$ cat src/rtl/memory_arbiter_if.sv
// Bus bundle between the memory arbiter, its two requesters (CPU and
// debug/loader) and main memory. The arbiter connects through the slave
// modport; the requesters and memory model sit on the master side.
interface memory_arbiter_if #(
  parameter int ADDR_W = 32,
  parameter int DATA_W = 32
);
  // CPU port
  logic              cpu_req;
  logic              cpu_we;
  logic [ADDR_W-1:0] cpu_addr;
  logic [DATA_W-1:0] cpu_wdata;
  logic [DATA_W-1:0] cpu_rdata;
  logic              cpu_ack;
  logic              cpu_stall;
  // Debug/loader port
  logic              dbg_req;
  logic              dbg_we;
  logic [ADDR_W-1:0] dbg_addr;
  logic [DATA_W-1:0] dbg_wdata;
  logic              dbg_lock;
  logic [DATA_W-1:0] dbg_rdata;
  logic              dbg_ack;
  // Main memory
  logic              mem_read;
  logic              mem_write;
  logic [ADDR_W-1:0] mem_addr;
  logic [DATA_W-1:0] mem_wdata;
  logic [DATA_W-1:0] mem_rdata;

  modport slave (
    input  cpu_req, cpu_we, cpu_addr, cpu_wdata,
    input  dbg_req, dbg_we, dbg_addr, dbg_wdata, dbg_lock,
    input  mem_rdata,
    output cpu_rdata, cpu_ack, cpu_stall,
    output dbg_rdata, dbg_ack,
    output mem_read, mem_write, mem_addr, mem_wdata
  );

  modport master (
    output cpu_req, cpu_we, cpu_addr, cpu_wdata,
    output dbg_req, dbg_we, dbg_addr, dbg_wdata, dbg_lock,
    output mem_rdata,
    input  cpu_rdata, cpu_ack, cpu_stall,
    input  dbg_rdata, dbg_ack,
    input  mem_read, mem_write, mem_addr, mem_wdata
  );
endinterface

$ cat src/rtl/memory_arbiter.sv
// Two-port memory arbiter: CPU and debug/loader ports share one main memory.
// Each grant is IDLE -> ACC_x (one memory cycle) -> RESP (ack pulse) -> IDLE.
// Ties are round-robin unless the debug port holds dbg_lock, in which case it
// gets up to MAX_LOCK consecutive grants before the CPU is served.
module memory_arbiter #(
  parameter int ADDR_W   = 32,
  parameter int DATA_W   = 32,
  parameter int MAX_LOCK = 16
) (
  input logic              clk,
  input logic              rst,
  memory_arbiter_if.slave  bus
);

  localparam int CNT_W = $clog2(MAX_LOCK + 1);
  localparam logic [CNT_W-1:0] LOCK_MAX = CNT_W'(MAX_LOCK);

  typedef enum logic [1:0] {IDLE, ACC_CPU, ACC_DBG, RESP} state_t;
  typedef enum logic {GRANT_CPU, GRANT_DBG} grant_t;

  state_t            state, state_nxt;
  grant_t            last_grant, grant_nxt;
  logic [CNT_W-1:0]  lock_cnt, lock_cnt_nxt;

  logic              acc_we;
  logic [ADDR_W-1:0] acc_addr;
  logic [DATA_W-1:0] acc_wdata;
  logic              in_acc;
  logic              start;

  // Arbitration: decide next state, next grant owner and lock counter
  always_comb begin
    state_nxt    = state;
    grant_nxt    = last_grant;
    lock_cnt_nxt = lock_cnt;
    start        = 1'b0;
    if (!bus.dbg_lock) lock_cnt_nxt = '0;
    case (state)
      IDLE: begin
        if (bus.cpu_req && bus.dbg_req) begin
          if (bus.dbg_lock && (lock_cnt < LOCK_MAX)) grant_nxt = GRANT_DBG;
          else if (bus.dbg_lock)                     grant_nxt = GRANT_CPU;
          else if (last_grant == GRANT_DBG)          grant_nxt = GRANT_CPU;
          else                                       grant_nxt = GRANT_DBG;
        end else if (bus.cpu_req) begin
          grant_nxt = GRANT_CPU;
        end else if (bus.dbg_req) begin
          grant_nxt = GRANT_DBG;
        end
        if (bus.cpu_req || bus.dbg_req) begin
          start = 1'b1;
          if (grant_nxt == GRANT_CPU) begin
            state_nxt    = ACC_CPU;
            lock_cnt_nxt = '0;
          end else begin
            state_nxt = ACC_DBG;
            if (bus.dbg_lock && (lock_cnt < LOCK_MAX))
              lock_cnt_nxt = lock_cnt + CNT_W'(1);
          end
        end
      end
      ACC_CPU, ACC_DBG: state_nxt = RESP;
      RESP:             state_nxt = IDLE;
      default:          state_nxt = IDLE;
    endcase
  end

  // State, grant owner and lock counter registers
  always_ff @(posedge clk or posedge rst) begin
    if (rst) begin
      state      <= IDLE;
      last_grant <= GRANT_DBG;
      lock_cnt   <= '0;
    end else begin
      state      <= state_nxt;
      last_grant <= grant_nxt;
      lock_cnt   <= lock_cnt_nxt;
    end
  end

  // Capture the granted request at the sampling edge so the access still
  // completes with the sampled values if the requester drops it afterwards
  always_ff @(posedge clk or posedge rst) begin
    if (rst) begin
      acc_we    <= 1'b0;
      acc_addr  <= '0;
      acc_wdata <= '0;
    end else if (start) begin
      acc_we    <= (grant_nxt == GRANT_CPU) ? bus.cpu_we    : bus.dbg_we;
      acc_addr  <= (grant_nxt == GRANT_CPU) ? bus.cpu_addr  : bus.dbg_addr;
      acc_wdata <= (grant_nxt == GRANT_CPU) ? bus.cpu_wdata : bus.dbg_wdata;
    end
  end

  // Read data capture at the end of the access cycle, per granted port
  always_ff @(posedge clk or posedge rst) begin
    if (rst) begin
      bus.cpu_rdata <= '0;
      bus.dbg_rdata <= '0;
    end else begin
      if (state == ACC_CPU && !acc_we) bus.cpu_rdata <= bus.mem_rdata;
      if (state == ACC_DBG && !acc_we) bus.dbg_rdata <= bus.mem_rdata;
    end
  end

  // Memory strobes, bus and handshake outputs decoded from state
  always_comb begin
    in_acc        = (state == ACC_CPU) || (state == ACC_DBG);
    bus.mem_read  = in_acc && !acc_we;
    bus.mem_write = in_acc && acc_we;
    bus.mem_addr  = in_acc ? acc_addr  : '0;
    bus.mem_wdata = in_acc ? acc_wdata : '0;
    bus.cpu_ack   = (state == RESP) && (last_grant == GRANT_CPU);
    bus.dbg_ack   = (state == RESP) && (last_grant == GRANT_DBG);
    bus.cpu_stall = bus.cpu_req && !bus.cpu_ack;
  end

endmodule

$ cat src/flat_wrapper.sv
// flat-port wrapper written by rule: the top's interface ports become plain ports
module memory_arbiter_flat 
#(
  parameter int ADDR_W   = 32,
  parameter int DATA_W   = 32,
  parameter int MAX_LOCK = 16
)
  (clk, rst, bus_cpu_req, bus_cpu_we, bus_cpu_addr, bus_cpu_wdata, bus_dbg_req, bus_dbg_we, bus_dbg_addr, bus_dbg_wdata, bus_dbg_lock, bus_mem_rdata, bus_cpu_rdata, bus_cpu_ack, bus_cpu_stall, bus_dbg_rdata, bus_dbg_ack, bus_mem_read, bus_mem_write, bus_mem_addr, bus_mem_wdata);
  memory_arbiter_if #(.ADDR_W(ADDR_W), .DATA_W(DATA_W)) bus_i ();
  input logic clk;
  input logic rst;
  input wire logic [$bits(bus_i.cpu_req)-1:0] bus_cpu_req;
  input wire logic [$bits(bus_i.cpu_we)-1:0] bus_cpu_we;
  input wire logic [$bits(bus_i.cpu_addr)-1:0] bus_cpu_addr;
  input wire logic [$bits(bus_i.cpu_wdata)-1:0] bus_cpu_wdata;
  input wire logic [$bits(bus_i.dbg_req)-1:0] bus_dbg_req;
  input wire logic [$bits(bus_i.dbg_we)-1:0] bus_dbg_we;
  input wire logic [$bits(bus_i.dbg_addr)-1:0] bus_dbg_addr;
  input wire logic [$bits(bus_i.dbg_wdata)-1:0] bus_dbg_wdata;
  input wire logic [$bits(bus_i.dbg_lock)-1:0] bus_dbg_lock;
  input wire logic [$bits(bus_i.mem_rdata)-1:0] bus_mem_rdata;
  output wire logic [$bits(bus_i.cpu_rdata)-1:0] bus_cpu_rdata;
  output wire logic [$bits(bus_i.cpu_ack)-1:0] bus_cpu_ack;
  output wire logic [$bits(bus_i.cpu_stall)-1:0] bus_cpu_stall;
  output wire logic [$bits(bus_i.dbg_rdata)-1:0] bus_dbg_rdata;
  output wire logic [$bits(bus_i.dbg_ack)-1:0] bus_dbg_ack;
  output wire logic [$bits(bus_i.mem_read)-1:0] bus_mem_read;
  output wire logic [$bits(bus_i.mem_write)-1:0] bus_mem_write;
  output wire logic [$bits(bus_i.mem_addr)-1:0] bus_mem_addr;
  output wire logic [$bits(bus_i.mem_wdata)-1:0] bus_mem_wdata;
  assign bus_i.cpu_req = bus_cpu_req;
  assign bus_i.cpu_we = bus_cpu_we;
  assign bus_i.cpu_addr = bus_cpu_addr;
  assign bus_i.cpu_wdata = bus_cpu_wdata;
  assign bus_i.dbg_req = bus_dbg_req;
  assign bus_i.dbg_we = bus_dbg_we;
  assign bus_i.dbg_addr = bus_dbg_addr;
  assign bus_i.dbg_wdata = bus_dbg_wdata;
  assign bus_i.dbg_lock = bus_dbg_lock;
  assign bus_i.mem_rdata = bus_mem_rdata;
  assign bus_cpu_rdata = bus_i.cpu_rdata;
  assign bus_cpu_ack = bus_i.cpu_ack;
  assign bus_cpu_stall = bus_i.cpu_stall;
  assign bus_dbg_rdata = bus_i.dbg_rdata;
  assign bus_dbg_ack = bus_i.dbg_ack;
  assign bus_mem_read = bus_i.mem_read;
  assign bus_mem_write = bus_i.mem_write;
  assign bus_mem_addr = bus_i.mem_addr;
  assign bus_mem_wdata = bus_i.mem_wdata;
  memory_arbiter #(.ADDR_W(ADDR_W), .DATA_W(DATA_W), .MAX_LOCK(MAX_LOCK)) u_core (.clk(clk), .rst(rst), .bus(bus_i));
endmodule
$ cat config.mk
export PLATFORM = sky130hd
export DESIGN_NAME = memory_arbiter_flat
export DESIGN_NICKNAME = d
export VERILOG_FILES = /design/src/rtl/memory_arbiter_if.sv /design/src/rtl/memory_arbiter.sv /design/src/flat_wrapper.sv
export SDC_FILE = /design/constraint.sdc
export NUM_CORES = 1
export LEC_CHECK = 0
export CAP_MARGIN = 10
export CORE_MARGIN = 3
export CORE_UTILIZATION = 38
export CTS_BUF_LIST = sky130_fd_sc_hd__clkbuf_16
export CTS_CLUSTER_SIZE = 10
export DETAILED_ROUTE_END_ITERATION = 10
export HOLD_SLACK_MARGIN = 0.1
export PLACE_DENSITY = 0.78
export SYNTH_ARGS = -nofsm -noshare
export SYNTH_HDL_FRONTEND = slang
export SYNTH_SLANG_ARGS = --single-unit
$ cat constraint.sdc
create_clock -name clk -period 4.9 [get_ports clk]
set_input_delay 0.98 -clock clk [delete_from_list [all_inputs] [get_ports clk]]
set_output_delay 0.98 -clock clk [all_outputs]
set_load 0.05 [all_outputs]
==> metrics.yaml, run 1 <==
core_um2: 16170
postSynthAreaPerCell_um2: 11.53
cts_htree_levels: 4
numCtsBuffers: 17
grt.total_usage: 0.1869
ys_warn_count: 0
fmax_mhz: 266.9
synth_top_area_cell: "dfrtp_1"
antenna_cells: 0
synthTopCellsByArea: "dfrtp_1 (53%), mux2i_1 (10%), mux2_2 (9.5%)"
critPathArrivalTime_ns: 2.77
routed_wl_um: 17420
synth_edf_count: 0
syn_inst: 556
overflow: 0
post-cts-setup-buffers: 0
r2r_slack_ns: 2.57
root_buffer: "clkbuf_16"
grt_max_degree: 92
fin_crit_ns: 3.747
async_flop_share: 1.000
holdBufCountCts: 0
yosysTopAreaCellShare: 0.5310
worstPathCellList: "inv_1, ha_1, buf_4, and2_1, clkdlybuf4s50_1"
layout-drive-gt1-share: 0.1189
max_stage_delay_ns: 0.81
setup_viol_count_final: 0
path_max_fanout: 66
slew_violations: 0
cts_tree: "yes"
ys_ff_latch: 137
rsz0062_at_grt: "false"
syn_area_um2: 6409
period_share: 0.7647
cap_violations: 0
die_w_um: 135.9
synthTopCellsByCount: "dfrtp_1 (136), nand2_1 (72), and2_1 (67), mux2i_1 (66), mux2_2 (54)"
synthesis.nets: 729
post_drt_via_cell_ratio: 4.673
drt_pre_antenna_iters: 4
critPathTopFamily: "buffers and inverters"
criticalPathCategory: "reg2out"
clkLatencyLatePin_ns: 0.41
final.setup.tns_ns: 0
worstMarginPinSlew_ns: 0.8289
relSlewSlack: 0.4474
avgRoutedWirePerCell_um: 16.22
startpoint_type: "flip-flop"
globalplace.congestion: 0.7523
die_height_um: 135.9
drc: 0
slowest_stage: "clkdlybuf4s50_1"
num_vias: 5019
yosysSeqAreaShare: 0.5351
area_growth_pct: 57.36
grt_pass1_wl_um: 26970
cts_buffer_depth: 2
dominantRegCellSynth: "dfrtp_1"
synth_cell_type_count: 34
hold_path.class: "reg2reg"
start_util: 0.3963
hold_violations: 0
status: "finished, final reports clean"
cts.sinks: 137
rows: 46
port_buffers: 299
required_ns: 3.92
drt-initial-drc-count: 152
ant_nets: 0
cts.clk_slew.worst_paths_ns: 0.06
cp_num_buf_inv: 3
fin_nets: 1018
die-area_um2: 18460
cts_resized: 0
endpoint_kind: "output pin"
whs_ns: 0.4699
fin_skew_ns: 0.007944
grt_pass1_vias: 5140
yosysMostFrequentCell: "dfrtp_1"
hpwl_um: 12720
grt_antenna_before_repair: 0
io_pins: 300
==> per-stage QoR <==
| step | setup WS [ns] | area (µm²) | std cells | util |
|---|---|---|---|---|
| after floorplan | 0.2538 | 6409 | 556 | - |
| after global placement | 1.252 | 9528 | 1042 | 0.5891 |
| after detailed placement | 1.257 | 9528 | 1042 | 0.5891 |
| after CTS | 1.065 | 10080 | 1074 | 0.6235 |
| after global routing | 0.9616 | 10080 | 1074 | 0.6235 |
| final | 1.153 | 10080 | 1074 | 0.6235 |
==> worst paths after layout <==
check                              startpoint                   end  cells past startpoint
max                           u_core.state[1]      bus_mem_wdata[7]                      5
min                        u_core.acc_addr[0]    u_core.acc_addr[0]                      2
max reg2reg                   u_core.state[1]   u_core.acc_wdata[9]                      7
min reg2reg                u_core.acc_addr[0]    u_core.acc_addr[0]                      2
max in group asynchronous                 rst  u_core.acc_wdata[25]                      3
min in group asynchronous                 rst   u_core.acc_addr[29]                      2
==> tightest hold or removal path, cell delays in order, from the launching register on <==
cell and delay [ns]:
dfrtp_1 0.34, nand2_1 0.04, o21ai_0 0.06
==> cells by family (layout without fill, tap and decap cells) <==
kind of cell,Yosys count,after routing,synth area share
buffers and inverters,44,346,0.04139
AND/OR/NAND/NOR,158,158,0.1240
multiplexers,131,131,0.2179
flip-flops,137,137,0.5351
adder cells (fa/ha/maj),6,6,0.01171
AO/OA/AOI/OAI,79,79,0.06853
XOR/XNOR,1,1,0.001367
==> area by class of cell <==
class / count / area, µm²
Multi-Input combinational cell: 375 / 2728
Inverter: 6 / 27.53
Clock buffer: 17 / 425.4
Clock inverter: 15 / 131.4
Timing Repair Buffer: 308 / 3073
Sequential cell: 137 / 3430
Fill cell: 1344 / 6088
Tap cell: 216 / 270.3
==> layer usage <==
metal / GRT usage / share of wire
met1: 0.2165 / 0.40
met2: 0.3274 / 0.50
met3: 0.06514 / 0.086
met4: 0.05487 / 0.017
met5: 0 / 0
==> cell usage in the layout, fill, tap and decap left out, types with 2 or more instances in the layout <==
cell / netlist / routed
nand2b_1: 3 / 3
nor2_1: 5 / 5
clkbuf_16: 0 / 17
mux2_1: 10 / 10
clkinv_4: 0 / 4
o21ai_1: 41 / 40
mux2_2: 54 / 54
a31oi_1: 2 / 2
inv_8: 0 / 3
dfrtp_1: 136 / 136
nand2_1: 72 / 72
clkdlybuf4s50_1: 0 / 299
inv_1: 6 / 5
clkinvlp_4: 0 / 3
nor3_1: 3 / 3
ha_1: 6 / 6
mux2i_1: 66 / 66
and2_1: 67 / 67
inv_6: 0 / 5
o21ai_0: 28 / 28
buf_4: 0 / 8
nor2b_1: 5 / 4
==> sequential cells by signal, summed over array words and instances (netlist names) <==
name	flops
u_core.bus.cpu_rdata	32
u_core.acc_addr	32
u_core.state	2
u_core.bus.dbg_rdata	32
u_core.last_grant	1
u_core.acc_we	1
u_core.lock_cnt	5
u_core.acc_wdata	32
Power of run 1 is left out: the tool's default activity adds up to more than one toggle a clock period on the data nets, which glitch-free logic cannot reach.
==> run 2, diff against run 1 <==
- CORE_UTILIZATION: 38 -> 42
- PLACE_DENSITY: 0.78 -> 0.82
- clock period: 4.9 -> 3.6 ns (I/O delays scaled with it)
==> run 2 against run 1 <==
Effect of this change: final cell count shrank 3.1%; sequential cell count is the same; final area shrank 0.84%; utilization grew 5.4 points; first-iteration DRC count shrank 5.3%; worst hold slack gained 0.0050 ns.
==> metrics.yaml, run 2 (synthesis gave the netlist of run 1 again) <==
routed_wl_um: 17520  # +0.55%
startpoint_type: "input port"
cts.sinks: 137  # unchanged
period_share: 0.7997
start_util: 0.4344  # +0.03811
fmax_mhz: 347.4
grt_pass1_wl_um: 26760  # -0.79%
critPathLaunch: "bus_cpu_req"
avgRoutedWirePerCell_um: 16.83  # +3.7%
fin_crit_ns: 2.879
post_drt_via_cell_ratio: 4.916  # +5.2%
die_height_um: 129.5  # -4.7%
grt_max_degree: 71  # -23%
cap_violations: 0  # unchanged
area_growth_pct: 56.03
grt.total_usage: 0.2044  # +0.01752
ant_nets: 0  # unchanged
timing.rr.end: "u_core.acc_addr[17]"
cts_resized: 0  # unchanged
required_ns: 2.88  # -1.04 ns
criticalPathCategory: "in2out"
grt_antenna_before_repair: 0  # unchanged
endpoint: "bus_cpu_stall"
io_pins: 300  # unchanged
hold_violations: 0  # unchanged
rows: 44  # -4.3%
cts.clk_slew.worst_paths_ns: 0.06  # about the same
post-cts-setup-buffers: 0  # unchanged
cts_buffer_depth: 2  # unchanged
layout-drive-gt1-share: 0.1949  # +0.07598
r2r_slack_ns: 1.28  # -1.29 ns
fin_nets: 1018  # unchanged
path_max_fanout: 2  # -97%
overflow: 0  # unchanged
die-area_um2: 16780  # -9.1%
dp_cells: 1010  # -3.1%
globalplace.congestion: 0.7946  # +5.6%
clkLatencyLatePin_ns: 0.41  # about the same
setup_viol_count_final: 0  # unchanged
final.setup.tns_ns: 0  # unchanged
status: "finished, final reports clean"
fin_skew_ns: 0.008852  # +0.0009088 ns
layout_common_cells: "clkdlybuf4s50_1 (233), dfrtp_1 (136), nand2_1 (72)"
drt-initial-drc-count: 144  # -5.3%
worstPathCellList: "clkdlybuf4s50_1, nor2b_1, clkdlybuf4s50_1"
drt_pre_antenna_iters: 4  # unchanged
slowest_stage: "clkdlybuf4s50_1"
rsz0062_at_grt: "false"
hold_path.class: "reg2reg"
holdBufCountCts: 0  # unchanged
reg2regPathDepth: 7  # unchanged
port_buffers: 299  # unchanged
numCtsBuffers: 17  # unchanged
antenna_cells: 0  # unchanged
critPathArrivalTime_ns: 2.16  # -0.61 ns
root_buffer: "clkbuf_16"
crit_top_cell: "clkdlybuf4s50_1"
core_um2: 14750  # -8.8%
grt_pass1_vias: 5320  # +3.5%
cts_tree: "yes"
drc: 0  # unchanged
cts_htree_levels: 4  # unchanged
slew_violations: 0  # unchanged
die_w_um: 129.5  # -4.7%
num_vias: 5118  # +2.0%
relSlewSlack: 0.3548  # -0.09260
endpoint_kind: "output pin"
hpwl_um: 13230  # +4.0%
r2r-start: "u_core.state[0]"
max_stage_delay_ns: 0.81  # about the same
fin_cells: 1041  # -3.1%
worstMarginPinSlew_ns: 0.9658  # +0.1368 ns
final_common_cell: "clkdlybuf4s50_1"
run 2: changes by cell type in the layout (fill, tap and decap cells not counted), sizes merged:
cell	previous run	this run
buf	9	75
clkdlybuf4s50	299	233
inv	13	7
bufinv	0	3
clkinv	5	7
run 2: through the flow:
step / worst slack (ns) / utilization / hold WS (ns) / cell area (µm²)
final: 0.7212 / 0.6777 / 0.4749 / 10000
after global routing: 0.5664 / 0.6777 / 0.5055 / 10000
after CTS: 0.6599 / 0.6777 / 0.4776 / 10000
after detailed placement: 0.6222 / 0.6372 / 0.4640 / 9402
after global placement: 0.7392 / 0.6372 / 0.4544 / 9402
after floorplan: 1.129 / - / 0.4418 / 6412
run 2: worst min-delay path by stage:
stage | depth (start not counted) | endpoint | start | slack, ns
after global routing | 2 | u_core.acc_addr[26] | u_core.acc_addr[26] | 0.51
after floorplan | 2 | u_core.acc_addr[0] | u_core.acc_addr[0] | 0.44
after detailed placement | 2 | u_core.acc_wdata[21] | u_core.acc_wdata[21] | 0.46
after global placement | 2 | u_core.acc_wdata[25] | u_core.acc_wdata[25] | 0.45
final | 2 | u_core.acc_wdata[23] | u_core.acc_wdata[23] | 0.47
after CTS | 2 | u_core.acc_wdata[21] | u_core.acc_wdata[21] | 0.48
run 2: per-layer routing:
metal | GRT usage | vias to the layer above | routed length (µm)
met2 | 0.3680 | 206 | 9037
met1 | 0.2337 | 2427 | 6896
met5 | 0 | - | 0
met3 | 0.05812 | 23 | 1275
met4 | 0.06846 | 0 | 307
li1 | - | 2462 | -
run 2: area by class of cell:
| cell class | count | area [µm²] |
|---|---|---|
| fillers | 1116 | 4755 |
| flip-flops and latches | 137 | 3430 |
| repair buffers | 308 | 2983 |
| multi-input cells | 375 | 2733 |
| clock buffers | 17 | 425.4 |
| well taps | 184 | 230.2 |
| clock inverters | 14 | 172.7 |
| inverters | 6 | 26.28 |
run 2: critical path, delay by kind of cell:
| family | cells | cell delay (ns) |
|---|---|---|
| buffers and inverters | 2 | 1.30 |
| AND/OR/NAND/NOR | 1 | 0.14 |
Power of run 2 is left out for the same reason.
==> run 3, diff against run 2 <==
- CORE_UTILIZATION: 42 -> 38
- PLACE_DENSITY: 0.82 -> 0.78
- clock period: 3.6 -> 2.6 ns (I/O delays scaled with it)
==> run 3 against run 2 <==
Effect of this change: routed wire length grew 3.9%; first-iteration DRC count rose by 4.9%; worst hold slack worse by 0.0028 ns; clock skew up 0.0023 ns; final area increased by 9.3%; critical path depth did not move; sequential share of layout area down 2.9 points; final cell count is 3.4% higher.
==> metrics.yaml, run 3 (synthesis gave the netlist of run 1 again) <==
status: "finished, final reports clean"
routed_wl_um: 18200  # +3.9%
period_share: 0.9616
layout_common_cells: "clkdlybuf4s50_1 (231), dfrtp_1 (136), buf_12 (74)"
clkLatencyLatePin_ns: 0.42  # about the same
post_drt_via_cell_ratio: 4.744  # -3.5%
critPathTopFamily: "buffers and inverters"
fin_nets: 1020  # +0.20%
r2r-start: "u_core.state[0]"
rsz0062_at_grt: "false"
core_um2: 16170  # +9.6%
avgRoutedWirePerCell_um: 16.91  # +0.51%
fmax_mhz: 400.0
cts.sinks: 137  # unchanged
numCtsBuffers: 17  # unchanged
startpoint_type: "flip-flop"
hold_path.class: "reg2reg"
hpwl_um: 13670  # +3.3%
antenna_cells: 0  # unchanged
r2r_slack_ns: 0.49  # -0.79 ns
cts.clk_slew.worst_paths_ns: 0.06  # about the same
slowest_stage: "clkdlybuf4s50_1"
min_from: "u_core.acc_wdata[29]"
die_w_um: 135.9  # +4.9%
criticalPathCategory: "reg2out"
post-cts-setup-buffers: 0  # unchanged
cts_buffer_depth: 2  # unchanged
reg2regPathDepth: 7  # unchanged
ant_nets: 0  # unchanged
root_buffer: "clkbuf_16"
grt.total_usage: 0.1937  # -0.01069
drt-initial-drc-count: 151  # +4.9%
setup_viol_count_final: 0  # unchanged
final_common_cell: "clkdlybuf4s50_1"
grt_pass1_wl_um: 27570  # +3.0%
grt_max_degree: 92  # +30%
min_to: "u_core.acc_wdata[29]"
start_util: 0.3963  # -0.03811
fin_crit_ns: 2.500
grt_antenna_before_repair: 0  # unchanged
globalplace.congestion: 0.7544  # -5.1%
die_height_um: 135.9  # +4.9%
holdBufCountCts: 0  # unchanged
timing.rr.end: "u_core.acc_addr[30]"
layout-drive-gt1-share: 0.1988  # +0.003971
cts_htree_levels: 4  # unchanged
fin_skew_ns: 0.01113  # +0.002275 ns
die-area_um2: 18460  # +10%
endpoint_kind: "output pin"
max_stage_delay_ns: 0.81  # about the same
drc: 0  # unchanged
grt_pass1_vias: 5084  # -4.4%
hold_depth: 2  # unchanged
num_vias: 5105  # -0.25%
hold_violations: 0  # unchanged
drt_pre_antenna_iters: 5  # +1
rows: 46  # +4.5%
path_max_fanout: 4  # +2
final.setup.tns_ns: 0  # unchanged
cp_num_buf_inv: 1  # -1
port_buffers: 299  # unchanged
overflow: 0  # unchanged
worstPathCellList: "ha_1, and2_1, clkdlybuf4s50_1"
slew_violations: 0  # unchanged
required_ns: 2.08  # -0.80 ns
cts_tree: "yes"
relSlewSlack: 0.5783  # +0.2235
io_pins: 300  # unchanged
critPathArrivalTime_ns: 1.98  # -0.18 ns
cap_violations: 0  # unchanged
worstMarginPinSlew_ns: 0.6325  # -0.3333 ns
fin_util: 0.6761  # -0.001669
area_growth_pct: 70.62
[run 3: cell types whose count changed in the layout (fill, tap and decap cells not counted), moves of 2 or more]
cell	previous run	this run
inv_8	0	2
buf_12	7	74
clkinv_2	3	0
inv_6	2	4
clkdlybuf4s50_1	233	231
buf_4	68	4
[run 3: how the worst max path moves through the flow]
stage	from	end	slack [ns]	depth (start not counted)
global placement	bus_dbg_lock	u_core.acc_wdata[0]	0.15	6
global route	u_core.state[1]	bus_dbg_ack	0.001	3
finish	u_core.state[0]	bus_dbg_ack	0.1	3
detailed placement	bus_dbg_lock	u_core.acc_addr[8]	0.04	6
floorplan	u_core.state[0]	bus_mem_read	0.33	4
CTS	u_core.state[0]	bus_mem_read	0.02	5
[run 3: area by class of cell]
cell class	count	area, µm²
fill	1202	5239
timing repair buffer	310	3832
sequential	137	3430
multi-input combinational	375	2735
clock buffer	17	425.4
tap	216	270.3
clock inverter	15	215.2
inverter	6	26.28
[run 3: metrics by stage]
step                      setup slack (ns)  instances  cell area (µm²)  hold slack (ns)
after floorplan                     0.3295        556             6412           0.4418
after global placement              0.1488       1044            10290           0.4528
after detailed placement           0.04074       1044            10290           0.4622
after CTS                          0.02158       1076            10930           0.4762
after global routing              0.001351       1076            10930           0.4938
final                              0.09977       1076            10930           0.4721
[run 3: tightest hold or removal path: cells and delay by family (launching register included)]
| kind | cells | cell delay (ns) |
|---|---|---|
| flops | 1 | 0.34 |
| compound gates | 1 | 0.06 |
| simple gates | 1 | 0.04 |
[run 3: per-layer routing]
| metal | up-vias | track usage | share of wire | wire length [µm] |
|---|---|---|---|---|
| met5 | - | 0 | 0 | 0 |
| met4 | 0 | 0.06551 | 0.023 | 410 |
| met3 | 26 | 0.06292 | 0.083 | 1504 |
| met2 | 203 | 0.3413 | 0.51 | 9363 |
| met1 | 2404 | 0.2221 | 0.38 | 6920 |
| li1 | 2472 | - | - | - |
[run 3: timing repair]
| item | in CTS | in global routing |
|---|---|---|
| endpoints found under the setup margin | 1 | 5 |
| gates resized for setup | 1 | 1 |
| hold endpoints to repair | 0 | 0 |
Power of run 3 is left out for the same reason.
